**src/rtl/clz_normalizer_ctrl_pkg.sv**
```systemverilog
// Shared definitions for the multi-cycle leading-zero normaliser.
// Holds the FSM state encodings and the count-width helper.
package clz_normalizer_ctrl_pkg;

    localparam logic [1:0] ST_IDLE  = 2'd0;
    localparam logic [1:0] ST_SCAN  = 2'd1;
    localparam logic [1:0] ST_SHIFT = 2'd2;
    localparam logic [1:0] ST_HOLD  = 2'd3;

    // A count of leading zeros over w bits ranges 0..w, so it needs one extra bit.
    function automatic int cnt_width(input int w);
        return $clog2(w) + 1;
    endfunction

endpackage

```
**src/rtl/clz_normalizer_ctrl_count_lead_zero.sv**
```systemverilog
// Narrow combinational leading-zero counter shared across chunks in time.
// An all-zero input returns W_IN, which callers use as the all-zero flag.
module count_lead_zero #(
    parameter int W_IN  = 8,
    parameter int W_OUT = $clog2(W_IN) + 1
) (
    input  logic [W_IN-1:0]  in_bits,
    output logic [W_OUT-1:0] count
);

    // Scan LSB to MSB so the highest set bit is the last one to write the count.
    always_comb begin
        count = W_OUT'(W_IN);
        for (int i = 0; i < W_IN; i++) begin
            if (in_bits[i]) begin
                count = W_OUT'(W_IN - 1 - i);
            end else begin
                count = count;
            end
        end
    end

endmodule

```
**src/rtl/clz_normalizer_ctrl.sv**
```systemverilog
// Multi-cycle normaliser: scans the word MSB-first one chunk per cycle through a
// single narrow leading-zero counter, then barrel-shifts the word left once.
module clz_normalizer_ctrl
    import clz_normalizer_ctrl_pkg::*;
#(
    parameter int W_DATA  = 32,
    parameter int W_CHUNK = 8,
    parameter int W_CNT   = cnt_width(W_DATA)
) (
    input  logic              clk,
    input  logic              rst,
    input  logic              in_valid,
    output logic              in_ready,
    input  logic [W_DATA-1:0] in_data,
    output logic              out_valid,
    input  logic              out_ready,
    output logic [W_DATA-1:0] out_data,
    output logic [W_CNT-1:0]  out_count,
    output logic              out_zero
);

    localparam int NCH   = W_DATA / W_CHUNK;
    localparam int W_IDX = (NCH > 1) ? $clog2(NCH) : 1;
    localparam int W_CLZ = $clog2(W_CHUNK) + 1;

    logic [1:0]                    state_r;
    logic [W_DATA-1:0]             work_r;
    logic [W_IDX-1:0]              idx_r;
    logic [W_CNT-1:0]              acc_r;
    logic [W_DATA-1:0]             out_data_r;
    logic [W_CNT-1:0]              out_count_r;
    logic                          out_zero_r;

    logic [NCH-1:0][W_CHUNK-1:0]   chunks_s;
    logic [W_CHUNK-1:0]            chunk_s;
    logic [W_CLZ-1:0]              clz_s;
    logic                          chunk_zero_s;
    logic                          last_chunk_s;
    logic [W_CNT-1:0]              acc_next_s;

    assign chunks_s = work_r;

    // Chunk 0 is the MSB chunk, which sits at the top packed index.
    always_comb begin
        chunk_s      = chunks_s[W_IDX'(NCH - 1) - idx_r];
        chunk_zero_s = (clz_s == W_CLZ'(W_CHUNK));
        last_chunk_s = (idx_r == W_IDX'(NCH - 1));
        acc_next_s   = acc_r + W_CNT'(clz_s);
    end

    count_lead_zero #(
        .W_IN  (W_CHUNK),
        .W_OUT (W_CLZ)
    ) u_clz (
        .in_bits (chunk_s),
        .count   (clz_s)
    );

    // Control FSM plus working and result registers.
    always_ff @(posedge clk) begin
        if (rst) begin
            state_r     <= ST_IDLE;
            work_r      <= '0;
            idx_r       <= '0;
            acc_r       <= '0;
            out_data_r  <= '0;
            out_count_r <= '0;
            out_zero_r  <= 1'b0;
        end else begin
            case (state_r)
                ST_IDLE: begin
                    if (in_valid) begin
                        work_r  <= in_data;
                        idx_r   <= '0;
                        acc_r   <= '0;
                        state_r <= ST_SCAN;
                    end
                end
                ST_SCAN: begin
                    // An all-zero chunk adds W_CHUNK, which is exactly what the counter returns.
                    acc_r <= acc_next_s;
                    if (!chunk_zero_s) begin
                        state_r <= ST_SHIFT;
                    end else if (last_chunk_s) begin
                        out_data_r  <= '0;
                        out_count_r <= W_CNT'(W_DATA);
                        out_zero_r  <= 1'b1;
                        state_r     <= ST_HOLD;
                    end else begin
                        idx_r <= idx_r + W_IDX'(1);
                    end
                end
                ST_SHIFT: begin
                    out_data_r  <= work_r << acc_r;
                    out_count_r <= acc_r;
                    out_zero_r  <= 1'b0;
                    state_r     <= ST_HOLD;
                end
                ST_HOLD: begin
                    if (out_ready) begin
                        state_r <= ST_IDLE;
                    end
                end
                default: begin
                    state_r <= ST_IDLE;
                end
            endcase
        end
    end

    assign in_ready  = (state_r == ST_IDLE) & ~rst;
    assign out_valid = (state_r == ST_HOLD);
    assign out_data  = out_data_r;
    assign out_count = out_count_r;
    assign out_zero  = out_zero_r;

endmodule

```
**config.mk**
```make
export PLATFORM = sky130hd
export DESIGN_NAME = clz_normalizer_ctrl
export DESIGN_NICKNAME = d
export VERILOG_FILES = /design/src/rtl/clz_normalizer_ctrl_pkg.sv /design/src/rtl/clz_normalizer_ctrl_count_lead_zero.sv /design/src/rtl/clz_normalizer_ctrl.sv
export SDC_FILE = /design/constraint.sdc
export NUM_CORES = 1
export LEC_CHECK = 0
export BUFFER_PORTS_ARGS = -buffer_cell sky130_fd_sc_hd__buf_2
export CELL_PAD_IN_SITES_DETAIL_PLACEMENT = 1
export CELL_PAD_IN_SITES_GLOBAL_PLACEMENT = 2
export CORE_MARGIN = 4
export CORE_UTILIZATION = 38
export DETAILED_ROUTE_END_ITERATION = 7
export GPL_TIMING_DRIVEN = 0
export PLACE_DENSITY = 0.89
export SLEW_MARGIN = 20
export SYNTH_ARGS = -nofsm -noshare
export SYNTH_HDL_FRONTEND = slang
export SYNTH_HIERARCHICAL = 1
export SYNTH_SLANG_ARGS = --single-unit
```
**constraint.sdc**
```tcl
create_clock -name clk -period 9.5 [get_ports clk]
set_input_delay 0.475 -clock clk [delete_from_list [all_inputs] [get_ports clk]]
set_output_delay 0.475 -clock clk [all_outputs]
set_load 0.02 [all_outputs]
```
==> impl_table.tex, run 1 <==
\begin{tabular}{lr}
\hline
Metric & Value \\
\hline
\multicolumn{2}{l}{\textbf{Run status}} \\
\quad Run status & finished clean \\
\multicolumn{2}{l}{\textbf{Critical path}} \\
\quad Crit. End Element & flip-flop \\
\quad Signal arrival time at the worst endpoint & between 4 and 5 ns \\
\quad Crit start category & flip-flop \\
\quad Kind of critical path & reg2reg \\
\quad Data required time of the critical path & approximately 9.7 ns \\
\quad Highest net fanout along the worst path & 10 \\
\multicolumn{2}{l}{\textbf{Final layout}} \\
\quad Total inserted antenna cells & 0 \\
\quad Proportion of layout cells with a drive suffix above 1 & 0.2274 \\
\quad Area Growth Syn to Fin & 17.14\% \\
\quad Final layout net count & 686 \\
\quad Number of fillers in the final layout & 1542 \\
\quad Most frequent cells in the layout & sky130\_fd\_sc\_hd\_\_nand2\_1, sky130\_fd\_sc\_hd\_\_buf\_2, sky130\_fd\_sc\_hd\_\_dfxtp\_1, sky130\_fd\_sc\_hd\_\_a21oi\_1 \\
\quad Most common library cell in the layout ignoring fill and taps & sky130\_fd\_sc\_hd\_\_nand2\_1 \\
\multicolumn{2}{l}{\textbf{Yosys}} \\
\quad Simple-gate share of the synthesized area & 0.1607 \\
\quad Largest family of logic cells by synthesized area & multiplexers \\
\quad Post-synthesis instance total & 552 \\
\quad Synthesized-area fraction occupied by ao, oa, aoi and oai cells & 0.1861 \\
\quad Prevailing post-synth register cell & sky130\_fd\_sc\_hd\_\_dfxtp\_1 \\
\quad Netlist area before placement & 5015 um\^{}2 \\
\quad Fraction of synthesized cell area in xor and xnor cells & 0.003493 \\
\quad Top cell type's share of synthesized area & 0.3234 \\
\quad Post-synth cell types & 64 \\
\quad Mean Syn Cell Area & 9.085 um\^{}2 \\
\quad Seq/Total Area, Yosys & 0.3234 \\
\quad Ys Warns & 6 \\
\quad EDFF count, synth & 0 \\
\quad Multiplexer share of the synthesized area & 0.2478 \\
\quad Adder and majority gate portion of the synthesized area & 0.02894 \\
\quad Library cell occupying the most area in the post-synthesis netlist & sky130\_fd\_sc\_hd\_\_dfxtp\_1 \\
\quad Largest cells by area after synthesis & sky130\_fd\_sc\_hd\_\_dfxtp\_1, sky130\_fd\_sc\_hd\_\_nand2\_1, sky130\_fd\_sc\_hd\_\_mux4\_2 \\
\quad Post-Synthesis Net Count & 599 \\
\quad Share of async-settable or async-resettable flops after synthesis & 0 \\
\quad Register bit total from synthesis & slightly above 80 \\
\multicolumn{2}{l}{\textbf{STA}} \\
\quad Upper clock frequency limit & 0.2604 GHz \\
\quad Final setup violation count & 0 \\
\quad Post-layout min period & 3.840 ns \\
\quad Actual transition at the worst max-transition pin & around 0.78 ns \\
\quad Worst max-slew margin expressed relative to the limit & 0.4798 \\
\quad Final hold violations & 0 \\
\quad Slack of the critical path & about 5.7 ns \\
\quad RSZ-0062 raised after global routing & false \\
\quad Summed negative setup slack over all endpoints & 0 ns \\
\quad Largest clock skew in the final design & 0.008097 ns \\
\quad Number of pins exceeding their max-slew limit in the final report & 0 \\
\quad Final cycle utilization of the critical path & 0.4042 \\
\multicolumn{2}{l}{\textbf{Detailed routing}} \\
\quad Number of vias in the routed layout & approximately 4.7k \\
\quad First-pass DRT Iterations & 5 \\
\quad Remaining routing DRC violations & 0 \\
\quad DRC violation total after the first TritonRoute iteration & about 400 \\
\quad Final WL & 16.86 mm \\
\quad Via/cell ratio & 5.808 \\
\quad Mean routed wirelength per cell & 20.72 um \\
\quad DRT antenna net count & 0 \\
\multicolumn{2}{l}{\textbf{Clock tree}} \\
\quad Clock-pin transition on the worst setup and hold timing paths & 0.06 ns \\
\quad Deepest clock path buffer count & 2 \\
\quad H-tree Lvls & 3 \\
\quad Hold-fix buffers, CTS & 0 \\
\quad CTS tree & done \\
\quad Later-pin clock latency in the skew report & 0.35 ns \\
\quad Post-CTS sizing & 0 \\
\quad Post-CTS Repair Setup Buffers & 0 \\
\quad Number of clock sinks & 81 \\
\quad TritonCTS Buffers & 9 \\
\quad CTS Root Buffer Type & sky130\_fd\_sc\_hd\_\_clkbuf\_16 \\
\multicolumn{2}{l}{\textbf{Global route}} \\
\quad GRT Overall Usage & 0.2299 \\
\quad Total grt overflow & 0 \\
\quad Largest net degree at the start of global routing & 12 \\
\quad Initial antenna violation count & 0 \\
\quad First-pass GRT wire length & 26.49 mm \\
\quad Vias in the first global route & 4827 \\
\multicolumn{2}{l}{\textbf{Pwr}} \\
\quad Share of power burned in the clock network & 0.236 \\
\quad Share of total power in combinational logic & 0.442 \\
\quad P\_sw & $\sim$580 uW \\
\quad Switching share of power & 0.4203 \\
\quad Total leakage power & between 0.002 and 0.0025 uW \\
\quad Internal power & roughly 800 uW \\
\quad Total power per unit cell area & 234.6 nW/um\^{}2 \\
\quad Share of total power in sequential cells & 0.322 \\
\quad Worst-case vdd ir drop & 0.09135 mV \\
\multicolumn{2}{l}{\textbf{Floorplan}} \\
\quad Core box area & 12770 um\^{}2 \\
\quad Die height & 122.9 um \\
\quad Die span in x & 122.9 um \\
\quad Initial Utilization & 0.3926 \\
\quad Die area & about 15000 um\^{}2 \\
\quad IO Count & 77 \\
\quad Std-Cell Rows & 41 \\
\multicolumn{2}{l}{\textbf{Min path}} \\
\quad Hold WC Path Type & in2reg \\
\multicolumn{2}{l}{\textbf{Placement}} \\
\quad Final HPWL DP & 13.05 mm \\
\quad Routability-driven placement congestion ratio & slightly below 0.9 \\
\quad Port Buf Inserts & 76 \\
\quad Worst slack, placed & 5.663 ns \\
\multicolumn{2}{l}{\textbf{Run}} \\
\quad Number of max-cap violations & 0 \\
\hline
\end{tabular}
==> cell usage after synthesis, drive strengths merged, types with 2 or more instances <==
cell and instances:
nand2 105, dfxtp 81, a21oi 63, nor2 32
mux2i 30, mux4 29, clkbuf 28, a22oi 24
mux2 21, buf 17, o21ai 16, ha 10
o211ai 10, inv 8, nand3 8, a31oi 7
nor2b 5, a32oi 4, and2 4, nand2b 4
o22ai 3, a2111oi 2, a211oi 2, a21o 2
a222oi 2, a2bb2oi 2, and4 2, nand4 2
nand4b 2, nor3 2, nor4b 2, o21bai 2
or2 2
==> power by group through the flow <==
stage	combinational [uW]	clock [uW]	sequential [uW]
6_report	610	325	444
5_1_grt	670	339	449
3_5_place_dp	600	0	450
4_1_cts	606	329	443
2_1_floorplan	435	0	429
3_3_place_gp	578	0	445
==> area by class of cell <==
type | count | area [um^2] | share of cell area
multi-input combinational | 417 | 3144 | 0.5353
sequential | 81 | 1622 | 0.2760
timing repair buffer | 76 | 380.4 | 0.06475
clock buffer | 14 | 264.0 | 0.04494
buffer | 45 | 215.2 | 0.03663
tap | 172 | 215.2 | 0.03663
inverter | 9 | 33.78 | 0.005751
==> worst max-delay path, cell delays in order, from the launching register on <==
cell and delay (ns):
sky130_fd_sc_hd__dfxtp_1 0.33, sky130_fd_sc_hd__clkbuf_1 0.48, sky130_fd_sc_hd__mux4_2 0.62, sky130_fd_sc_hd__nor2_2 0.19
sky130_fd_sc_hd__o21ai_1 0.09, sky130_fd_sc_hd__a21boi_1 0.47, sky130_fd_sc_hd__nor4b_4 0.15, sky130_fd_sc_hd__a21oi_1 0.55
sky130_fd_sc_hd__nor2_1 0.12, sky130_fd_sc_hd__clkbuf_1 0.30, sky130_fd_sc_hd__a22oi_1 0.29, sky130_fd_sc_hd__a31oi_1 0.11
==> flip-flops by register name, indices dropped and copies added, names as in the netlist <==
register,cells
state_r,2
out_zero,1
chunks_s,32
out_data,32
acc_r,6
out_count,6
idx_r,2
==> layer usage <==
| metal | vias to the layer above | share of wire | GRT usage |
|---|---|---|---|
| met5 | - | 0 | 0 |
| met4 | 0 | 0.029 | 0.09027 |
| met3 | 36 | 0.054 | 0.03917 |
| met2 | 166 | 0.47 | 0.3854 |
| met1 | 2317 | 0.44 | 0.2948 |
| li1 | 2209 | - | - |
==> per-stage QoR <==
stage          std cells  utilization  total power (uW)  hold WS [ns]  cell area (um^2)
3_3_place_gp         800       0.4392              1023        0.4413              5610
4_1_cts              814       0.4599              1377        0.3669              5874
2_1_floorplan        552            -             863.8        0.4457              5015
3_5_place_dp         800       0.4392              1050        0.4444              5610
5_1_grt              814       0.4599              1458        0.3806              5874
6_report             814       0.4599              1378        0.3683              5874
==> final timing paths <==
path | from | endpoint | slack, ns | cells past startpoint
min reg2reg | out_count[2] | out_count[2] | 0.45 | 2
max reg2reg | idx_r[1] | out_data[28] | 5.66 | 11
max | idx_r[1] | out_data[28] | 5.66 | 11
min | in_data[19] | chunks_s[19] | 0.37 | 3
==> logic make-up (layout without fill, tap and decap cells) <==
group                    after synthesis  count (layout)
AO/OA/AOI/OAI                        147             147
buffers and inverters                 54             144
flip-flops                            81              81
AND/OR/NAND/NOR                      177             177
multiplexers                          80              80
adder cells (fa/ha/maj)               11              11
XOR/XNOR                               2               2
Note: power is estimated with default switching activity, not from simulation.
==> inputs of run 2 (changes only) <==
ABC_AREA = 1   (was not set)
CORE_UTILIZATION = 28   (was 38)
PLACE_DENSITY = 0.8   (was 0.89)
clock period = 3.2 ns   (was 9.5 ns; I/O delays follow)
==> impl_table.tex, run 2 <==
\begin{tabular}{lr}
\hline
Metric & Value \\
\hline
\multicolumn{2}{l}{\textbf{Final layout}} \\
\quad Most frequent cells in the layout & sky130\_fd\_sc\_hd\_\_nand3\_1, sky130\_fd\_sc\_hd\_\_nand2\_1, sky130\_fd\_sc\_hd\_\_nor2\_1, sky130\_fd\_sc\_hd\_\_buf\_2, sky130\_fd\_sc\_hd\_\_dfxtp\_1 \\
\quad Total inserted antenna cells & 0 (unchanged) \\
\quad Most common library cell in the layout ignoring fill and taps & sky130\_fd\_sc\_hd\_\_nand3\_1 \\
\quad Area Growth Syn to Fin & 20.09\% \\
\quad Final layout net count & 924 (+35\%) \\
\quad Proportion of layout cells with a drive suffix above 1 & 0.1498 (-0.07758) \\
\multicolumn{2}{l}{\textbf{Clock tree}} \\
\quad Later-pin clock latency in the skew report & 0.35 ns (about the same) \\
\quad TritonCTS Buffers & 9 (unchanged) \\
\quad Number of clock sinks & 81 (unchanged) \\
\quad Clock-pin transition on the worst setup and hold timing paths & 0.06 ns (about the same) \\
\quad CTS Root Buffer Type & sky130\_fd\_sc\_hd\_\_clkbuf\_16 \\
\quad H-tree Lvls & 3 (unchanged) \\
\quad Deepest clock path buffer count & 2 (unchanged) \\
\quad CTS tree & done \\
\multicolumn{2}{l}{\textbf{STA}} \\
\quad RSZ-0062 raised after global routing & false \\
\quad Actual transition at the worst max-transition pin & 0.6576 ns (-0.1210 ns) \\
\quad Worst max-slew margin expressed relative to the limit & 0.5616 (+0.08178) \\
\quad Post-Route Hold Slack & 0.05740 ns (-0.3109 ns) \\
\quad Final hold violations & 0 (unchanged) \\
\quad Largest clock skew in the final design & 0.01051 ns (+0.002418 ns) \\
\quad Upper clock frequency limit & 0.3433 GHz (+32\%) \\
\quad Final setup violation count & 0 (unchanged) \\
\quad Post-layout min period & 2.913 ns (-0.9267 ns) \\
\quad Number of pins exceeding their max-slew limit in the final report & 0 (unchanged) \\
\quad Final cycle utilization of the critical path & 0.9104 (+0.5062) \\
\quad Slack of the critical path & 0.2868 ns (-5.373 ns) \\
\multicolumn{2}{l}{\textbf{Floorplan}} \\
\quad IO Count & 77 (unchanged) \\
\quad Die span in x & 141.6 um (+15\%) \\
\quad Die area & 20040 um\^{}2 (+33\%) \\
\quad Core box area & 17420 um\^{}2 (+36\%) \\
\quad Initial Utilization & 0.2869 (-0.1057) \\
\quad Std-Cell Rows & 48 (+17\%) \\
\quad Die height & 141.6 um (+15\%) \\
\multicolumn{2}{l}{\textbf{Yosys}} \\
\quad Post-synthesis instance total & 790 (+43\%) \\
\quad Largest cells by area after synthesis & sky130\_fd\_sc\_hd\_\_dfxtp\_1, sky130\_fd\_sc\_hd\_\_nand3\_1, sky130\_fd\_sc\_hd\_\_nand2\_1 \\
\quad Ys Warns & 6 (unchanged) \\
\quad Post-synth cell types & 27 (-58\%) \\
\quad Mean Syn Cell Area & 6.324 um\^{}2 (-30\%) \\
\quad Prevailing post-synth register cell & sky130\_fd\_sc\_hd\_\_dfxtp\_1 \\
\quad Register bit total from synthesis & 81 (unchanged) \\
\quad Post-Synthesis Net Count & 837 (+40\%) \\
\quad Top cell type's share of synthesized area & 0.3246 (+0.001215) \\
\quad Netlist area before placement & 4996 um\^{}2 (-0.37\%) \\
\quad Most common library cells after synthesis & sky130\_fd\_sc\_hd\_\_nand3\_1, sky130\_fd\_sc\_hd\_\_nand2\_1, sky130\_fd\_sc\_hd\_\_nor2\_1 \\
\quad Library cell occupying the most area in the post-synthesis netlist & sky130\_fd\_sc\_hd\_\_dfxtp\_1 \\
\quad EDFF count, synth & 0 (unchanged) \\
\quad Seq/Total Area, Yosys & 0.3246 (+0.001215) \\
\quad Share of async-settable or async-resettable flops after synthesis & 0 (unchanged) \\
\quad Most common cell in the netlist & sky130\_fd\_sc\_hd\_\_nand3\_1 \\
\multicolumn{2}{l}{\textbf{Detailed routing}} \\
\quad Amount of wire on met2 after detailed routing & 9.107 mm (+14\%) \\
\quad First-pass DRT Iterations & 4 (-1) \\
\quad Final WL & 19.67 mm (+17\%) \\
\quad Via/cell ratio & 5.114 (-12\%) \\
\quad Mean routed wirelength per cell & 17.79 um (-14\%) \\
\quad Met1 Routed Length & 9.366 mm (+25\%) \\
\quad Max layer used & met4 \\
\quad Number of vias in the routed layout & 5656 (+20\%) \\
\quad Remaining routing DRC violations & 0 (unchanged) \\
\quad Met3 WL & 833 um (-8.7\%) \\
\quad DRC violation total after the first TritonRoute iteration & 314 (-23\%) \\
\quad DRT antenna net count & 0 (unchanged) \\
\multicolumn{2}{l}{\textbf{Global route}} \\
\quad Largest net degree at the start of global routing & 13 (+1) \\
\quad First-pass GRT wire length & 31.51 mm (+19\%) \\
\quad Initial antenna violation count & 0 (unchanged) \\
\quad Vias in the first global route & 5724 (+19\%) \\
\quad GRT Overall Usage & 0.2000 (-0.02986) \\
\quad Total grt overflow & 0 (unchanged) \\
\multicolumn{2}{l}{\textbf{Critical path}} \\
\quad Crit path max-delay cell type & sky130\_fd\_sc\_hd\_\_dfxtp\_4 \\
\quad Data required time of the critical path & 3.47 ns (-6.23 ns) \\
\quad Cell-by-cell trace of the critical path & inv\_1, buf\_2, o21ai\_0, o22ai\_1, inv\_2, nand4\_1, nor4\_4, inv\_1, nor2\_1, nand2\_1, nand2\_1, nand3\_2, nor2\_4, buf\_6, o211ai\_1, a21oi\_1 \\
\quad Worst setup slack for register-to-register paths & 0.29 ns (-5.37 ns) \\
\quad FF-to-FF path depth & 16 (+5) \\
\quad Signal arrival time at the worst endpoint & 3.18 ns (-0.86 ns) \\
\quad Highest net fanout along the worst path & 10 (unchanged) \\
\quad Kind of critical path & reg2reg \\
\quad Startpoint of the lowest-slack register-to-register path & idx\_r[0] \\
\quad Crit start category & flip-flop \\
\quad Largest stage delay on the critical path & 0.40 ns (-0.22 ns) \\
\quad Crit. End Element & flip-flop \\
\quad R2r endpoint & out\_data[18] \\
\multicolumn{2}{l}{\textbf{Placement}} \\
\quad Final HPWL DP & 15.82 mm (+21\%) \\
\quad Worst slack, placed & -0.1807 ns (-5.844 ns) \\
\quad Routability-driven placement congestion ratio & 0.8859 (+0.61\%) \\
\quad Port Buf Inserts & 75 (-1.3\%) \\
\multicolumn{2}{l}{\textbf{Min path}} \\
\quad Worst Hold Launch & in\_data[13] \\
\quad Hold WC Path Type & in2reg \\
\quad Worst Hold Path Cells & 3 (unchanged) \\
\quad Worst Hold Path EP & chunks\_s[13] \\
\multicolumn{2}{l}{\textbf{Pwr}} \\
\quad Total leakage power & 0.002618 uW (+17\%) \\
\quad Total power per unit cell area & 934.1 nW/um\^{}2 (+300\%) \\
\quad Total Power & 5604 uW (+310\%) \\
\quad Worst-case vdd ir drop & 0.3221 mV (+250\%) \\
\multicolumn{2}{l}{\textbf{Run}} \\
\quad Number of max-cap violations & 0 (unchanged) \\
\multicolumn{2}{l}{\textbf{Run status}} \\
\quad Run status & finished clean \\
\hline
\end{tabular}
[run 2: changes by cell type in the layout (fill, tap and decap cells not counted), moves of 13 or more]
cell	change
sky130_fd_sc_hd__a21oi_1	-20
sky130_fd_sc_hd__a22oi_1	-23
sky130_fd_sc_hd__inv_1	+26
sky130_fd_sc_hd__mux2_2	-19
sky130_fd_sc_hd__mux2i_1	-30
sky130_fd_sc_hd__mux4_1	-13
sky130_fd_sc_hd__mux4_2	-16
sky130_fd_sc_hd__nand2_1	+28
sky130_fd_sc_hd__nand3_1	+215
sky130_fd_sc_hd__nor2_1	+76
sky130_fd_sc_hd__o21ai_0	+48
[run 2: how the worst max path moves through the flow]
stage               cells past startpoint      from      endpoint
floorplan                              19  idx_r[0]      acc_r[4]
detailed placement                     17  idx_r[0]  out_data[24]
CTS                                    16  idx_r[0]  out_data[24]
global route                           18  idx_r[0]      acc_r[4]
global placement                       18  idx_r[0]  out_data[12]
finish                                 16  idx_r[0]  out_data[18]
[run 2: area by class of cell]
type | instances | area [um^2]
multi-input cells | 614 | 2970
inverters | 39 | 146.4
clock buffers | 13 | 250.2
fillers | 2310 | 11420
flip-flops and latches | 81 | 1627
clock inverters | 2 | 38.79
well taps | 225 | 281.5
plain buffers | 55 | 282.8
repair buffers | 77 | 402.9
[run 2: logic make-up after synthesis]
| logic type | after synthesis | share of synthesized area |
|---|---|---|
| and+or+nand+nor | 474 | 0.4220 |
| AOI/OAI and AO/OA | 129 | 0.1382 |
| buffers and inverters | 95 | 0.08615 |
| DFF | 81 | 0.3246 |
| adders and majority gates | 11 | 0.02905 |
[run 2: critical path: cells and delay by family, from the launching register on]
family / cells / cell delay [ns]
buffers and inverters: 5 / 0.65
AND/OR/NAND/NOR: 7 / 1.14
flip-flops: 1 / 0.40
AO/OA/AOI/OAI: 4 / 0.63
[run 2: what timing repair did]
item                                    in CTS  in global routing
hold buffers                                 0                  0
setup buffers                                0                  2
endpoints found under the setup margin      40                 41
cloned                                       0                  0
hold endpoints to repair                     0                  0
pin swaps                                    0                  3
resized for setup                            2                 10
[run 2: routing by layer]
layer | up-vias | GRT usage
met4 | 0 | 0.05707
met5 | - | 0
li1 | 2868 | -
met2 | 110 | 0.3283
met1 | 2654 | 0.2693
met3 | 24 | 0.03606
[run 2: metrics by stage]
| stage | util | area, um^2 | cells | setup TNS [ns] |
|---|---|---|---|---|
| 6_report | 0.3445 | 6000 | 1106 | 0 |
| 5_1_grt | 0.3445 | 6000 | 1106 | 0 |
| 4_1_cts | 0.3411 | 5941 | 1104 | 0 |
| 3_5_place_dp | 0.3246 | 5653 | 1090 | -4.573 |
| 3_3_place_gp | 0.3246 | 5653 | 1090 | -2.847 |
| 2_1_floorplan | - | 4996 | 790 | 0 |
[run 2: power breakdown]
part           internal (uW)  switching, uW
combinational            950           2160
sequential              1220            233
clock                    624            427
total                   2790           2810
==> inputs of run 3 (changes only) <==
BUFFER_PORTS_ARGS = -buffer_cell sky130_fd_sc_hd__buf_4   (was -buffer_cell sky130_fd_sc_hd__buf_2)
REMOVE_ABC_BUFFERS = 1   (was not set)
==> impl_table.tex, run 3 (same netlist as run 2, synthesis figures left out) <==
\begin{tabular}{lr}
\hline
Metric & Value \\
\hline
\multicolumn{2}{l}{\textbf{Run status}} \\
\quad Run status & finished clean \\
\multicolumn{2}{l}{\textbf{Clock tree}} \\
\quad H-tree Lvls & 3 (unchanged) \\
\quad CTS Root Buffer Type & sky130\_fd\_sc\_hd\_\_clkbuf\_16 \\
\quad Later-pin clock latency in the skew report & 0.35 ns (about the same) \\
\quad Deepest clock path buffer count & 2 (unchanged) \\
\quad Number of clock sinks & 81 (unchanged) \\
\quad TritonCTS Buffers & 9 (unchanged) \\
\quad Hold-fix buffers, CTS & 0 (unchanged) \\
\quad CTS tree & done \\
\quad Clock-pin transition on the worst setup and hold timing paths & 0.07 ns (about the same) \\
\multicolumn{2}{l}{\textbf{Final layout}} \\
\quad Total inserted antenna cells & 0 (unchanged) \\
\quad Area Growth Syn to Fin & 21.89\% \\
\quad Proportion of layout cells with a drive suffix above 1 & 0.1554 (+0.005568) \\
\quad Most frequent cells in the layout & sky130\_fd\_sc\_hd\_\_nand3\_1, sky130\_fd\_sc\_hd\_\_nand2\_1, sky130\_fd\_sc\_hd\_\_nor2\_1, sky130\_fd\_sc\_hd\_\_buf\_4, sky130\_fd\_sc\_hd\_\_dfxtp\_1 \\
\quad Most common library cell in the layout ignoring fill and taps & sky130\_fd\_sc\_hd\_\_nand3\_1 \\
\quad Number of fillers in the final layout & 2252 (-2.5\%) \\
\quad Final layout net count & 885 (-4.2\%) \\
\quad Final std cells w/o fill & 1068 (-3.4\%) \\
\multicolumn{2}{l}{\textbf{Detailed routing}} \\
\quad DRC violation total after the first TritonRoute iteration & 341 (+8.6\%) \\
\quad DRT antenna net count & 0 (unchanged) \\
\quad Remaining routing DRC violations & 0 (unchanged) \\
\quad Via/cell ratio & 5.201 (+1.7\%) \\
\quad Final WL & 18.31 mm (-6.9\%) \\
\quad First-pass DRT Iterations & 5 (+1) \\
\quad Number of vias in the routed layout & 5555 (-1.8\%) \\
\quad Mean routed wirelength per cell & 17.15 um (-3.6\%) \\
\multicolumn{2}{l}{\textbf{Critical path}} \\
\quad Highest net fanout along the worst path & 13 (+3) \\
\quad Largest stage delay on the critical path & 0.40 ns (about the same) \\
\quad Data required time of the critical path & 3.44 ns (-0.03 ns) \\
\quad Crit path max-delay cell type & sky130\_fd\_sc\_hd\_\_dfxtp\_4 \\
\quad Cell-by-cell trace of the critical path & clkinvlp\_4, clkdlybuf4s18\_2, buf\_4, nor2\_1, o22ai\_2, inv\_1, nand3\_1, a31oi\_1, nor2\_1, nand2\_1, nand2\_1, nand3\_4, nor2\_4, buf\_12, nand3\_1, nand3\_1, nand2\_1, inv\_1 \\
\quad FF-to-FF path depth & 18 (+2) \\
\quad Kind of critical path & reg2reg \\
\quad Crit. End Element & flip-flop \\
\quad Crit start category & flip-flop \\
\quad Signal arrival time at the worst endpoint & 3.16 ns (-0.02 ns) \\
\multicolumn{2}{l}{\textbf{Global route}} \\
\quad Largest net degree at the start of global routing & 48 (+35) \\
\quad Total grt overflow & 0 (unchanged) \\
\quad Vias in the first global route & 5509 (-3.8\%) \\
\quad GRT Overall Usage & 0.1806 (-0.01938) \\
\quad Initial antenna violation count & 0 (unchanged) \\
\quad First-pass GRT wire length & 29.28 mm (-7.1\%) \\
\multicolumn{2}{l}{\textbf{STA}} \\
\quad Post-layout min period & 2.928 ns (+0.01429 ns) \\
\quad Worst max-slew margin expressed relative to the limit & 0.2813 (-0.2802) \\
\quad Number of pins exceeding their max-slew limit in the final report & 0 (unchanged) \\
\quad Actual transition at the worst max-transition pin & 1.077 ns (+0.4192 ns) \\
\quad Largest clock skew in the final design & 0.01034 ns (-0.0001752 ns) \\
\quad Final cycle utilization of the critical path & 0.9148 (+0.004465) \\
\quad Upper clock frequency limit & 0.3416 GHz (-0.49\%) \\
\quad Post-Route Hold Slack & 0.05772 ns (+0.0003255 ns) \\
\quad Summed negative setup slack over all endpoints & 0 ns (unchanged) \\
\quad Final hold violations & 0 (unchanged) \\
\quad Final setup violation count & 0 (unchanged) \\
\multicolumn{2}{l}{\textbf{Pwr}} \\
\quad Share of total power in combinational logic & 0.522 (-0.032) \\
\quad Internal power & 2717 uW (-2.6\%) \\
\quad Total power per unit cell area & 889.6 nW/um\^{}2 (-4.8\%) \\
\quad Share of total power in sequential cells & 0.304 (+0.046) \\
\quad P\_sw & 2700 uW (-4.1\%) \\
\quad Switching share of power & 0.4984 (-0.003898) \\
\quad Share of power burned in the clock network & 0.174 (-0.013) \\
\quad Total Power & 5417 uW (-3.3\%) \\
\quad Total leakage power & 0.002558 uW (-2.3\%) \\
\quad Worst-case vdd ir drop & 0.3498 mV (+8.6\%) \\
\multicolumn{2}{l}{\textbf{Floorplan}} \\
\quad Initial Utilization & 0.2869 (unchanged) \\
\quad IO Count & 77 (unchanged) \\
\quad Std-Cell Rows & 48 (unchanged) \\
\quad Die span in x & 141.6 um (unchanged) \\
\quad Die area & 20040 um\^{}2 (unchanged) \\
\quad Die height & 141.6 um (unchanged) \\
\quad Core box area & 17420 um\^{}2 (unchanged) \\
\multicolumn{2}{l}{\textbf{Placement}} \\
\quad Placed cell count & 1035 (-5.0\%) \\
\quad Port Buf Inserts & 76 (+1.3\%) \\
\quad Final HPWL DP & 12.34 mm (-22\%) \\
\quad Routability-driven placement congestion ratio & 0.8313 (-6.2\%) \\
\multicolumn{2}{l}{\textbf{Run}} \\
\quad Number of max-cap violations & 0 (unchanged) \\
\multicolumn{2}{l}{\textbf{Min path}} \\
\quad Worst Hold Path Cells & 3 (unchanged) \\
\quad Hold WC Path Type & in2reg \\
\hline
\end{tabular}
## run 3: what timing repair did
item	in CTS	in global routing
gates resized for setup	8	7
pin swaps	3	3
setup endpoints to repair	39	44
setup buffers	7	8
cloned	1	1
hold endpoints to repair	0	0
## run 3: routing by layer
layer	vias to the layer above	routed length, um	part of all wire	track usage
li1	2792	-	-	-
met3	22	916	0.050	0.03472
met2	122	8200	0.45	0.2953
met4	0	300	0.016	0.04343
met1	2619	8896	0.49	0.2462
met5	-	0	0	0
## run 3: power by group through the flow
stage	registers (uW)	clock network, uW	logic, uW
4_1_cts	1650	975	2690
3_3_place_gp	1670	0	2570
2_1_floorplan	1530	0	1820
6_report	1640	945	2830
5_1_grt	1680	1020	3220
3_5_place_dp	1670	0	2590
## run 3: worst paths after layout
kind,from,slack (ns),to
max,idx_r[0],0.27,out_data[30]
min,in_data[30],0.06,chunks_s[30]
min reg2reg,out_data[12],0.49,out_data[12]
max reg2reg,idx_r[0],0.27,out_data[30]
## run 3: layout make-up
cell class                      instances  area [um^2]  share of cell area
Sequential cell                        81         1630              0.2677
Multi-Input combinational cell        616         3027              0.4970
Clock inverter                          5        32.53            0.005342
Inverter                               39        150.1             0.02466
Timing Repair Buffer                   91        735.7              0.1208
Clock buffer                           11        232.7             0.03822
Tap cell                              225        281.5             0.04623
## run 3: stage by stage
stage / setup WS (ns) / utilization / instance area (um^2)
4_1_cts: 0.005991 / 0.3426 / 5967
3_3_place_gp: -1.008 / 0.3195 / 5564
5_1_grt: -0.01810 / 0.3496 / 6090
3_5_place_dp: -1.017 / 0.3198 / 5569
6_report: 0.2725 / 0.3496 / 6090
2_1_floorplan: 0.1316 / - / 4712
## run 3: worst max-delay path: cells and delay by family (launching register included)
kind	cells	cell delay, ns
simple gates	10	1.09
compound gates	2	0.45
buf+inv	6	0.85
flops	1	0.40
